--- src/rtl/instr_fetch.sv ---
// Fetch stage: drives instruction-memory address, captures instr+PC
// into a prefetch queue for decode; handles redirect flush and halt.
module instr_fetch #(
    parameter int          DEPTH  = 4,
    parameter logic [19:0] NOP    = 20'h0,
    parameter logic [12:0] RST_PC = 13'h0
) (
    input  logic        clk,
    input  logic        rst_n,
    output logic [12:0] im_addr,
    input  logic [19:0] im_instr,
    input  logic        stall_ID,
    input  logic        redirect,
    input  logic [12:0] redirect_pc,
    input  logic        hlt,
    output logic        id_vld,
    output logic [19:0] id_instr,
    output logic [12:0] id_pc,
    output logic [12:0] id_pc_inc,
    output logic        halted
);

    localparam int          AW   = $clog2(DEPTH);
    localparam logic [AW:0] FULL = (AW + 1)'(DEPTH);

    typedef enum logic [1:0] {
        BOOT,
        RUN,
        HALT
    } state_t;

    state_t state, state_nxt;

    logic [12:0]   fetch_pc;
    logic [12:0]   q_pc    [DEPTH];
    logic [19:0]   q_instr [DEPTH];
    logic [AW-1:0] wr_ptr, rd_ptr;
    logic [AW:0]   count;

    logic run, flush, push, pop;

    assign im_addr = fetch_pc;
    assign halted  = (state == HALT);

    always_comb begin
        run   = (state == RUN);
        flush = run && redirect && !hlt;
        pop   = id_vld && !stall_ID && !flush;
        push  = run && !redirect && !hlt && ((count < FULL) || pop);
    end

    always_comb begin
        state_nxt = state;
        unique case (state)
            BOOT:    state_nxt = RUN;
            RUN:     if (hlt) state_nxt = HALT;
            HALT:    state_nxt = HALT;
            default: state_nxt = BOOT;
        endcase
    end

    always_ff @(posedge clk or negedge rst_n) begin
        if (!rst_n) begin
            state    <= BOOT;
            fetch_pc <= RST_PC;
            wr_ptr   <= '0;
            rd_ptr   <= '0;
            count    <= '0;
        end else begin
            state <= state_nxt;
            if (flush) begin
                fetch_pc <= redirect_pc;
                wr_ptr   <= '0;
                rd_ptr   <= '0;
                count    <= '0;
            end else begin
                if (push) begin
                    fetch_pc <= fetch_pc + 13'd1;
                    wr_ptr   <= wr_ptr + AW'(1);
                end
                if (pop) rd_ptr <= rd_ptr + AW'(1);
                if (push && !pop) begin
                    count <= count + (AW + 1)'(1);
                end else if (!push && pop) begin
                    count <= count - (AW + 1)'(1);
                end
            end
        end
    end

    // When full with a pop, wr_ptr == rd_ptr: head is read before overwrite.
    always_ff @(posedge clk or negedge rst_n) begin
        if (!rst_n) begin
            for (int i = 0; i < DEPTH; i++) begin
                q_pc[i]    <= '0;
                q_instr[i] <= NOP;
            end
        end else if (push) begin
            q_pc[wr_ptr]    <= fetch_pc;
            q_instr[wr_ptr] <= im_instr;
        end
    end

    always_comb begin
        id_vld    = (count != '0);
        id_instr  = id_vld ? q_instr[rd_ptr] : NOP;
        id_pc     = id_vld ? q_pc[rd_ptr] : '0;
        id_pc_inc = id_pc + 13'd1;
    end

endmodule
--- config.mk ---
export PLATFORM = sky130hd
export DESIGN_NAME = instr_fetch
export DESIGN_NICKNAME = d
export VERILOG_FILES = /design/src/rtl/instr_fetch.sv
export SDC_FILE = /design/constraint.sdc
export NUM_CORES = 1
export LEC_CHECK = 0
export ABC_AREA = 1
export BUFFER_PORTS_ARGS = -buffer_cell sky130_fd_sc_hd__buf_4
export CORE_MARGIN = 1.5
export CORE_UTILIZATION = 35
export CTS_CLUSTER_SIZE = 8
export DETAILED_ROUTE_END_ITERATION = 10
export SLEW_MARGIN = 20
export SYNTH_ARGS = -nofsm -noshare
export SYNTH_HDL_FRONTEND = slang
export SYNTH_SLANG_ARGS = --single-unit
--- constraint.sdc ---
create_clock -name clk -period 3.3 [get_ports clk]
set_input_delay 0.165 -clock clk [delete_from_list [all_inputs] [get_ports clk]]
set_output_delay 0.165 -clock clk [all_outputs]
set_load 0.01 [all_outputs]
======== Word level (Yosys, flattened, before mapping) ========
Cells that the tools add are included.
word-level totals
  output and inout port bits .............. 61
  bits of input ports ..................... 38
  flip-flop bits (word level) ............. 154
operators by class
  reduce and logical (&&, ||, !) cells .... 22
  order comparisons ....................... 4
  bitwise operators ....................... 2
  muxes and demuxes ....................... 25
  equal/unequal tests ..................... 3
  $add $sub $neg .......................... 6
operators with widths
  operator                                                               number
  80-bit bitwise mux                                                     1
  20-bit two-way mux                                                     4
  13-bit two-way mux                                                     6
  52-bit bitwise mux                                                     1
  20-bit binary-select mux with 2-bit select                             1
  20-bit demux with 2-bit select                                         1
  13-bit by 1-bit adder with 13-bit output (second input constant)       2
  13-bit binary-select mux with 2-bit select                             1
  13-bit demux with 2-bit select                                         1
  1-bit logical AND                                                      10
  2-bit two-way mux                                                      5
  3-bit two-way mux                                                      3
  3-bit greater-or-equal comparator (second input constant)              2
  1-bit logical NOT                                                      6
  2-bit inverter with 3-bit output                                       2
  2-bit one-hot mux with 3 select lines                                  1
  3-bit nonzero test                                                     2
  2-bit by 1-bit adder with 2-bit output (second input constant)         2
  2-bit nonzero test                                                     2
  3-bit by 1-bit adder with 3-bit output (second input constant)         1
  3-bit by 1-bit < comparator with 1-bit output (second input constant)  1
  3-bit < comparator (second input constant)                             1
  3-bit by 1-bit subtractor with 3-bit output (second input constant)    1
  2-bit by 1-bit == test with 1-bit output (second input constant)       1
  other kinds (4)                                                        4

======== Longest topological paths before layout ========
Gate-level depths: netlist of run 1.
  word-level depth ........................ 12
  mapped depth ............................ 13
  depth with buffers taken out ............ 12

======== Worst setup path after synthesis of run 1 ========
No wires, ideal clock.
  path kind ............................... register to output
  start ................................... reg rd_ptr[0]
  end ..................................... out id_pc_inc[4]
  stages on the path, launching flop included .. 12
  data arrival time ....................... 1823 ps
  setup slack ............................. 1312 ps
  path through ............................ dfrtp_1 inv_2 buf_6 buf_6 nand2_1 nand3_1 nand3_2 inv_1 ha_1 nand2_1 nor2_2 xor2_1
on the way
  longest elaborated chain between the ends .. 6
ends and longest elaborated chain
  item                                                    RTL line  RTL
  start, declared                                         37        logic [AW-1:0] wr_ptr, rd_ptr;
  start signal, assigned                                  81        if (pop) rd_ptr <= rd_ptr + AW'(1);
  2-bit inverter with 3-bit output (not written as such)  107       id_pc = id_vld ? q_pc[rd_ptr] : '0;
  13-bit binary-select mux with 2-bit select              107
  13-bit two-way mux (not written as such) (2 in series)  107
  13-bit two-way mux                                      107
  named net id_pc[0]                                      18        output logic [12:0] id_pc,
  13-bit by 1-bit adder with 13-bit output                108       id_pc_inc = id_pc + 13'd1;
  end, declared                                           19        output logic [12:0] id_pc_inc,
The timed path passes the listed nets, and every way through them passes these cells. The select of a mux whose other input is x is not followed.

======== Final worst setup path of run 1 ========
  start ................................... reg rd_ptr[0]
  end ..................................... out id_pc_inc[12]
on the way
  longest elaborated chain between the ends .. 6
ends and longest elaborated chain
  item                                                    RTL line
  2-bit inverter with 3-bit output (not written as such)  107
  13-bit binary-select mux with 2-bit select              107
  13-bit two-way mux (not written as such) (2 in series)  107
  13-bit two-way mux                                      107
  13-bit by 1-bit adder with 13-bit output                108
No other way between the ends. The select of a mux whose other input is x is not followed.

==> run_results.csv, run 1 <==
group,metric,value,unit
timing,worst_pin_slew,0.6853,ns
power,power.switching,3.876,mW
timing,tns,0,ns
placed_design,dp_cells,1320,
floorplanning,io_pins,99,
logic_synthesis,ys_seq_area_share,50.74,%
drt,drt_first_iter_violations,524,
logic_synthesis,synthTopCellsByCount,"nand2_1 (261), dfrtp_1 (154), o21ai_0 (151), nor2_1 (120), inv_1 (65)",
power,p_seq_share,33.4,%
logic_synthesis,synthFlopType,"dfrtp_1",
drt,drc_errors,0,
worst_setup_path,path_max_fanout,25,
clocking,numCtsBuffers,17,
grt,track_usage,18.89,%
clocking,cts_tree,"done",
logic_synthesis,synth-async-reset-ratio,100.0,%
power,switching_share,40.85,%
clocking,cts_root_buffer,"clkbuf_16",
power,power_density,1036,nW/um^2
timing,skew,0.008477,ns
grt,grt_antenna_before_repair,0,
floorplanning,core,21150,sq um
hold_path,holdCritStartpoint,"redirect_pc[4]",
worst_setup_path,reg2reg_depth,9,
floorplanning,core.rowCount,53,
drt,dr.pass1.iters,7,
status,status,"complete, no violations",
worst_setup_path,crit_required,3.13,ns
grt,grt_pass1_vias,6479,
logic_synthesis,yosys.area.top_type,"dfrtp_1",
cells_and_area,nets,1113,
drt,antenna_left,0,
logic_synthesis,synth_nets,1034,
cells_and_area,antennaDiodeCount,0,
power,power.leakage,4.506,nW
timing,max_slew_margin,54.31,%
cells_and_area,instances_no_fill,1351,
floorplanning,initial_core_util,35.90,%
worst_setup_path,reg2reg_from,"count[0]$_DFFE_PN0P_",
worst_setup_path,arrival,2.78,ns
logic_synthesis,syn_area,7595,sq um
floorplanning,die-height,150.3,um
timing,hold_slack,0.02274,ns
timing,slew_violations,0,
clocking,insertion_delay,0.42,ns
grt,grt_max_degree,70,
run,drv_cap,0,
logic_synthesis,ys_ff_latch,154,
drt,vias,6576,
logic_synthesis,synth.most_common_cell,"nand2_1",
cells_and_area,drive_gt1_share,15.15,%
floorplanning,die_w,150.3,um
power,pwr-share-clk,20.2,%
placed_design,port-buffer-count,98,
worst_setup_path,crit_path_end_kind,"output pin",
cells_and_area,syn_to_final_growth,20.58,%
drt,routed_wirelength,20.04,mm
drt,wire_per_inst,14.83,um
logic_synthesis,yosysWarnings,0,
hold_path,hold-path-cell-count,3,
hold_path,holdPathEnd,"im_addr[4]$_DFFE_PN0P_",
timing,hold_viol,0,
clocking,clockBufferDepth,2,
clocking,htree_levels,4,
timing,finalCritPeriodShare,89.32,%
placed_design,gp_congestion,0.8134,
timing,clock.fmax,339.3,MHz
clocking,clock-sinks,154,
logic_synthesis,synthTopCellsByArea,"dfrtp_1 (51%), nand2_1 (13%), o21ai_0 (10%)",
power,p_total,9.488,mW
timing,fin_crit,2.948,ns
grt,globalRouteOverflowTotal,0,
timing,setup_viol,0,
drt,viasPerCell,4.868,
timing,rsz0062_at_grt,"false",
placed_design,dp_hpwl,13.30,mm
power,power_frac_comb,46.4,%
logic_synthesis,synth_top_area_share,50.74,%
worst_setup_path,r2r-end,"count[2]$_DFFE_PN0P_",
logic_synthesis,synth_edf_count,0,
logic_synthesis,synthCells,986,
logic_synthesis,avgSynthCellArea,7.703,sq um
worst_setup_path,r2r_slack,1.06,ns
power,p_int,5.612,mW
floorplanning,fp.dieArea,22590,sq um
cells_and_area,fill_cells,2119,
power,irDropWorstVdd,0.0003801,V
logic_synthesis,yosysUniqueCellTypes,31,
worst_setup_path,crit_type,"reg2out",
hold_path,hold_class,"in2reg",
worst_setup_path,cp-start-kind,"register",
clocking,clk_pin_slew_worst_paths,0.06,ns
grt,grt_first_pass_wirelength,33.42,mm
kinds of logic (layout without fill, tap and decap cells):
kind of cell,Yosys count,in the layout,share of synthesized area (%)
XOR/XNOR,6,6,0.6919
AO/OA/AOI/OAI,231,231,15.60
buffers and inverters,130,220,7.166
adder cells (fa/ha/maj),10,10,1.746
flip-flops,154,154,50.74
AND/OR/NAND/NOR,455,455,24.05
layout by cell type, fill, tap and decap left out, drive strengths merged, types with 2 or more instances in the layout:
cell	netlist	final
a211oi	2	2
a21oi	27	27
buf	38	115
bufinv	0	2
clkbuf	18	24
clkinv	1	3
clkinvlp	0	2
dfrtp	154	154
ha	9	9
inv	73	73
nand2	261	261
nand3	56	56
nand4	3	3
nor2	125	125
nor3	9	9
o211ai	3	3
o21ai	191	191
o22ai	5	5
xor2	5	5
power groups by stage:
stage          Combinational (mW)  Clock, mW  Sequential (mW)
6_report                     4.41       1.91             3.17
5_1_grt                      5.04       2.03             3.27
3_5_place_dp                 4.43          0             3.19
4_1_cts                      4.45       1.95             3.16
3_3_place_gp                 4.39          0             3.18
2_1_floorplan                2.75          0             3.06
how the worst max path moves through the flow:
stage	start	to	slack, ns	cells after the start
after floorplan	rd_ptr[0]$_DFFE_PN0P_	id_pc_inc[4]	1.31	11
final	rd_ptr[0]$_DFFE_PN0P_	id_pc_inc[12]	0.35	13
after detailed placement	rd_ptr[0]$_DFFE_PN0P_	id_pc_inc[12]	0.70	13
after global routing	rd_ptr[0]$_DFFE_PN0P_	id_pc_inc[12]	0.06	13
after CTS	rd_ptr[0]$_DFFE_PN0P_	id_pc_inc[12]	0.24	13
after global placement	rd_ptr[0]$_DFFE_PN0P_	id_pc_inc[12]	0.79	13
state kept, by name, indices dropped and copies added (netlist names):
register  cells
wr_ptr        2
q_pc         52
count         3
q_instr      80
im_addr      13
rd_ptr        2
state         2
repair_timing:
item / CTS / global route
hold buffers: 1 / 0
buffers inserted: 0 / 0
resized for setup: 0 / 1
setup endpoints to repair: 0 / 2
endpoints found under the hold margin: 67 / 0
per-stage QoR:
step                      setup slack (ns)  instance area [sq um]  utilization (%)
after floorplan                      1.312                   7595                -
after global placement              0.7870                   8563            40.48
after detailed placement            0.6996                   8563            40.48
after CTS                           0.2425                   9154            43.27
after global routing               0.06187                   9158            43.29
final                               0.3524                   9158            43.29
cell type report:
class / instances / area (sq um) / area share, %
clock inverters: 6 / 88.84 / 0.9701
clock buffers: 24 / 491.7 / 5.370
inverters: 74 / 277.8 / 3.033
multi-input cells: 702 / 3207 / 35.02
repair buffers: 116 / 893.4 / 9.755
well taps: 275 / 344.1 / 3.757
flip-flops and latches: 154 / 3855 / 42.10
worst max-delay path: stages (launching register included):
cell,delay [ns]
dfrtp_2,0.54
inv_2,0.29
buf_6,0.27
nand2_1,0.08
nand3_1,0.09
nand3_2,0.13
inv_1,0.11
ha_1,0.23
nand2_1,0.08
nor2_2,0.20
nand3_1,0.11
nand2_1,0.06
nand2_1,0.05
buf_4,0.14
routing by layer:
| metal | GRT usage, % | share of wire (%) |
|---|---|---|
| met1 | 27.13 | 50 |
| met3 | 3.091 | 3.5 |
| met4 | 4.755 | 0.78 |
| met2 | 29.63 | 45 |
| met5 | 0 | 0 |
Note: power is estimated with default switching activity, not from simulation.
==> inputs of run 2 (changes only) <==
==> constraint.sdc (replaced) <==
create_clock -name clk -period 3.3 [get_ports clk]
set_input_delay 0.495 -clock clk [delete_from_list [all_inputs] [get_ports clk]]
set_output_delay 0.495 -clock clk [all_outputs]
set_load 0.01 [all_outputs]
==> run 2 against run 1 <==
Against the previous run:
- clock-buffer cell count fell by 2
- via count increased by 0.40%
- sequential power about the same
- cell area up 0.72%
- clock skew up 0.0030 ns
- maximum frequency decreased by 3.4%
- final cell count grew 0.22%
- largest cell class unchanged
==> run_results.csv, run 2 (same netlist as run 1, synthesis figures left out) <==
group,metric,value,unit
status,status,"complete, no violations",
timing,setup_viol,0,
drt,antenna_left,0,
worst_setup_path,cp_common_cell,"nand2_1",
clocking,cts_root_buffer,"clkbuf_16",
worst_setup_path,crit_path_end_kind,"output pin",
grt,track_usage,18.33,%
grt,grt_first_pass_wirelength,32.27,mm
placed_design,dp_hpwl,13.16,mm
floorplanning,initial_core_util,35.90,%
timing,slew_violations,0,
drt,viasPerCell,4.876,
grt,globalRouteOverflowTotal,0,
timing,clock.fmax,327.6,MHz
cells_and_area,mostFrequentLayoutCells,"nand2_1 (257), dfrtp_1 (153), o21ai_0 (151)",
timing,fin_crit,3.053,ns
cells_and_area,utilization,43.60,%
timing,worst_pin_slew,0.6767,ns
clocking,clk_pin_slew_worst_paths,0.06,ns
placed_design,gp_congestion,0.8365,
floorplanning,die-height,150.3,um
run,drv_cap,0,
placed_design,port-buffer-count,98,
timing,finalCritPeriodShare,92.51,%
worst_setup_path,arrival,2.56,ns
floorplanning,core,21150,sq um
cells_and_area,fill_cells,2198,
cells_and_area,multi_input_area,3207,sq um
drt,drc_errors,0,
hold_path,hold_class,"in2async",
grt,grt_max_degree,73,
cells_and_area,top_register,"q_instr",
timing,skew,0.01149,ns
cells_and_area,nets,1114,
worst_setup_path,crit_type,"reg2out",
clocking,clockBufferDepth,2,
timing,tns,0,ns
clocking,htree_levels,4,
timing,rsz0062_at_grt,"false",
clocking,numCtsBuffers,17,
drt,dr.pass1.iters,4,
worst_setup_path,slowest_stage,"dfrtp_4",
cells_and_area,drive_gt1_share,15.66,%
floorplanning,io_pins,99,
power,irDropWorstVdd,0.0005307,V
floorplanning,fp.dieArea,22590,sq um
clocking,insertion_delay,0.42,ns
worst_setup_path,crit_required,2.80,ns
timing,hold_viol,0,
floorplanning,die_w,150.3,um
drt,drt_first_iter_violations,417,
drt,vias,6602,
drt,routed_wirelength,19.82,mm
grt,grt_antenna_before_repair,0,
clocking,postCtsSetupBuffers,0,
worst_setup_path,critical_path.max_stage_delay,0.59,ns
clocking,clock-sinks,154,
clocking,cts_resized,0,
drt,wire_per_inst,14.64,um
cells_and_area,regArea,3857,sq um
timing,max_slew_margin,54.89,%
cells_and_area,antennaDiodeCount,0,
floorplanning,core.rowCount,53,
worst_setup_path,crit_chain,"inv_4, nand2_1, nand3_1, and2_1, inv_1, nor2_1, ha_1, nand2_1, nor2_2, nand3_1, nand2_1, nand2_1, buf_4",
cells_and_area,largest_reg_flops,80,
worst_setup_path,path_max_fanout,22,
power,power.leakage,4.539,nW
cells_and_area,final_common_cell,"nand2_1",
clocking,cts_tree,"done",
worst_setup_path,cp-start-kind,"register",
cells_and_area,syn_to_final_growth,21.45,%
power,power_density,1041,nW/um^2
grt,grt_pass1_vias,6274,
clocking,postCtsHoldBufs,0,
==> run 2: final cells by class <==
class                           count  area share [%]
Clock buffer                       22           5.250
Clock inverter                     10           1.519
Inverter                           74           3.039
Multi-Input combinational cell    702           34.77
Sequential cell                   154           41.82
Tap cell                          275           3.730
Timing Repair Buffer              117           9.875
==> run 2: worst paths after layout <==
kind                            slack, ns             startpoint  cells after the start                       to
worst max register to register       0.96   count[0]$_DFFE_PN0P_                     11     count[2]$_DFFE_PN0P_
worst max-delay path                 0.25  rd_ptr[0]$_DFFE_PN0P_                     13            id_pc_inc[12]
worst min-delay path                 0.07                  rst_n                      1  q_instr[43]$_DFFE_PN0P_
max in group asynchronous            2.44                  rst_n                      2     q_pc[20]$_DFFE_PN0P_
min in group clk                     0.35         redirect_pc[4]                      3   im_addr[4]$_DFFE_PN0P_
worst min register to register       0.48   count[0]$_DFFE_PN0P_                      2     count[0]$_DFFE_PN0P_
==> run 2: where the power goes <==
part           leakage (nW)  switching, mW  internal [mW]  total (mW)
clock network         0.298          0.768           1.27        2.04
registers              2.01          0.495           2.67        3.17
logic                  2.23           2.63           1.77        4.39
total                  4.54           3.89           5.71        9.60
==> run 2: worst max-delay path, delay by kind of cell, from the launching register on <==
kind,cells,cell delay (ns)
adder cells (fa/ha/maj),1,0.26
buffers and inverters,3,0.35
AND/OR/NAND/NOR,9,0.94
flip-flops,1,0.59
==> run 2: metrics by stage <==
step           total power [mW]  area, sq um  setup WS [ns]  instances  hold WS [ns]
2_1_floorplan             5.818         7595         0.9819        986        0.1994
3_5_place_dp              7.604         8591         0.5633       1322        0.4676
4_1_cts                   9.677         9215         0.1006       1354        0.1068
6_report                  9.600         9224         0.2471       1354       0.07182
5_1_grt                   10.42         9224       0.008573       1354        0.1387
3_3_place_gp              7.548         8591         0.6423       1322        0.4613
==> run 2: layer usage <==
metal	GRT usage, %	share of wire (%)
met5	0	0
met4	5.049	1.0
met2	28.30	45
met3	3.273	3.9
met1	26.35	50
==> inputs of run 3 (changes only) <==
--- a/config.mk
+++ b/config.mk
@@ -7,6 +7,7 @@
 export LEC_CHECK = 0
 export ABC_AREA = 1
 export BUFFER_PORTS_ARGS = -buffer_cell sky130_fd_sc_hd__buf_4
+export CORE_ASPECT_RATIO = 0.6
 export CORE_MARGIN = 1.5
 export CORE_UTILIZATION = 35
 export CTS_CLUSTER_SIZE = 8
==> run 3 against run 2 <==
Against the previous run:
- global-route usage rose by 2.0 points
- sequential cell count unchanged
- sequential share of layout area up 0.24 points
- cell area down 0.62%
- clock power down 4%
- total power is 0.39% higher
- via count up 2.0%
- largest power group unchanged
==> run_results.csv, run 3 (same netlist as run 1, synthesis figures left out) <==
group,metric,value,unit
status,status,"complete, no violations",
grt,grt_pass1_vias,6217,
placed_design,place_area,8578,sq um
clocking,clock-sinks,154,
clocking,clockBufferDepth,2,
worst_setup_path,path_max_fanout,30,
drt,dr.pass1.iters,5,
grt,globalRouteOverflowTotal,0,
cells_and_area,syn_to_final_growth,20.69,%
drt,highest_layer,"met4",
drt,drt_first_iter_violations,725,
clocking,cts_root_buffer,"clkbuf_16",
worst_setup_path,worst-path-stages,12,
cells_and_area,nets,1115,
worst_setup_path,critPathBufInv,3,
cells_and_area,final_area,9166,sq um
worst_setup_path,crit_path_end_kind,"output pin",
clocking,cts_tree,"done",
drt,wire_per_inst,15.91,um
placed_design,dp_hpwl,14.53,mm
power,power.leakage,4.509,nW
power,p_total,9.637,mW
worst_setup_path,crit_required,2.80,ns
timing,hold_slack,0.1131,ns
cells_and_area,drive_gt1_share,15.83,%
clocking,postCtsSetupBuffers,0,
timing,hold_viol,0,
timing,skew,0.01229,ns
grt,grt_first_pass_wirelength,34.93,mm
grt,grt_antenna_before_repair,0,
cells_and_area,largest_reg_flops,80,
worst_setup_path,path_delay_family,"simple AND/OR/NAND/NOR gates",
worst_setup_path,crit_type,"reg2out",
cells_and_area,antennaDiodeCount,0,
worst_setup_path,crit_chain,"inv_2, buf_6, nand2_1, nand3_1, nand2_1, nor2_1, nand2_1, nor2_1, nand2_1, nand2_1, nand2_1, buf_4",
timing,tns,0,ns
cells_and_area,final_common_cell,"nand2_1",
floorplanning,die-height,117.1,um
floorplanning,core.rowCount,41,
drt,antenna_left,0,
drt,wl_met2,8.157,mm
drt,dr_wl_met3,1.729,mm
placed_design,place_ws,0.7283,ns
grt,grt_max_degree,82,
placed_design,dp_cells,1327,
floorplanning,io_pins,99,
worst_setup_path,cp_common_cell,"nand2_1",
cells_and_area,utilization,43.37,%
floorplanning,initial_core_util,35.93,%
run,drv_cap,0,
timing,rsz0062_at_grt,"false",
drt,routed_wirelength,21.63,mm
drt,met1Wirelength,11.60,mm
timing,fin_crit,3.043,ns
timing,post-route-worst-setup-slack,0.2570,ns
worst_setup_path,cp-start-kind,"register",
placed_design,gp_congestion,0.8580,
power,power_density,1051,nW/um^2
floorplanning,core,21140,sq um
clocking,clk_pin_slew_worst_paths,0.06,ns
timing,clock.fmax,328.6,MHz
timing,slew_violations,0,
grt,track_usage,20.28,%
cells_and_area,fill_cells,2181,
hold_path,hold_class,"in2async",
floorplanning,die_w,193.2,um
clocking,insertion_delay,0.43,ns
cells_and_area,instances_no_fill,1359,
power,irDropWorstVdd,0.0003906,V
timing,max_slew_margin,47.84,%
drt,vias,6736,
worst_setup_path,reg2reg_depth,10,
cells_and_area,top_register,"q_instr",
clocking,htree_levels,4,
floorplanning,fp.dieArea,22620,sq um
clocking,numCtsBuffers,17,
placed_design,port-buffer-count,98,
timing,setup_viol,0,
drt,drc_errors,0,
timing,worst_pin_slew,0.7824,ns
timing,finalCritPeriodShare,92.21,%
cells_and_area,mostFrequentLayoutCells,"nand2_1 (257), dfrtp_1 (153), o21ai_0 (151)",
drt,viasPerCell,4.957,
worst_setup_path,critical_path.max_stage_delay,0.42,ns
worst_setup_path,slowest_stage,"dfrtp_2",
worst_setup_path,arrival,2.55,ns
==> run 3: path summary, 6_finish.rpt <==
| kind | slack, ns | endpoint | from |
|---|---|---|---|
| worst min-delay path | 0.11 | q_pc[38]$_DFFE_PN0P_ | rst_n |
| max in group asynchronous | 2.30 | rd_ptr[0]$_DFFE_PN0P_ | rst_n |
| min in group clk | 0.32 | im_addr[4]$_DFFE_PN0P_ | redirect_pc[4] |
| worst min register to register | 0.48 | q_instr[47]$_DFFE_PN0P_ | q_instr[47]$_DFFE_PN0P_ |
| worst max register to register | 0.92 | count[1]$_DFFE_PN0P_ | count[0]$_DFFE_PN0P_ |
| worst max-delay path | 0.26 | id_pc_inc[11] | rd_ptr[0]$_DFFE_PN0P_ |
==> run 3: where the power goes <==
| part | internal [mW] | switching (mW) |
|---|---|---|
| logic | 1.77 | 2.78 |
| clock network | 1.07 | 0.885 |
| registers | 2.67 | 0.471 |
| total | 5.50 | 4.14 |
==> run 3: routing by layer <==
| metal | track usage, % | vias to the layer above |
|---|---|---|
| met5 | 0 | - |
| met4 | 4.000 | 0 |
| met3 | 5.128 | 12 |
| met2 | 26.79 | 214 |
| met1 | 32.61 | 3160 |
| li1 | - | 3350 |
==> run 3: what timing repair did <==
item | 4_1_cts | 5_1_grt
hold buffers | 0 | 0
resized for setup | 0 | 1
setup endpoints to repair | 0 | 1
==> run 3: layout make-up <==
| class | instances | area, sq um | area share (%) |
|---|---|---|---|
| clock buffers | 17 | 425.4 | 4.641 |
| clock inverters | 15 | 158.9 | 1.734 |
| inverters | 74 | 277.8 | 3.030 |
| multi-input cells | 702 | 3207 | 34.99 |
| flip-flops and latches | 154 | 3855 | 42.06 |
| well taps | 279 | 349.1 | 3.808 |
| repair buffers | 118 | 893.4 | 9.746 |
==> run 3: worst register-to-register path: stages, from the launching register on <==
cell and delay [ns]:
dfrtp_1 0.38, inv_1 0.13, nand3_2 0.36, inv_2 0.15, buf_4 0.36, nor2_1 0.20
nor2_1 0.16, fa_1 0.42, inv_1 0.06, nand2_1 0.04, nand2_1 0.06
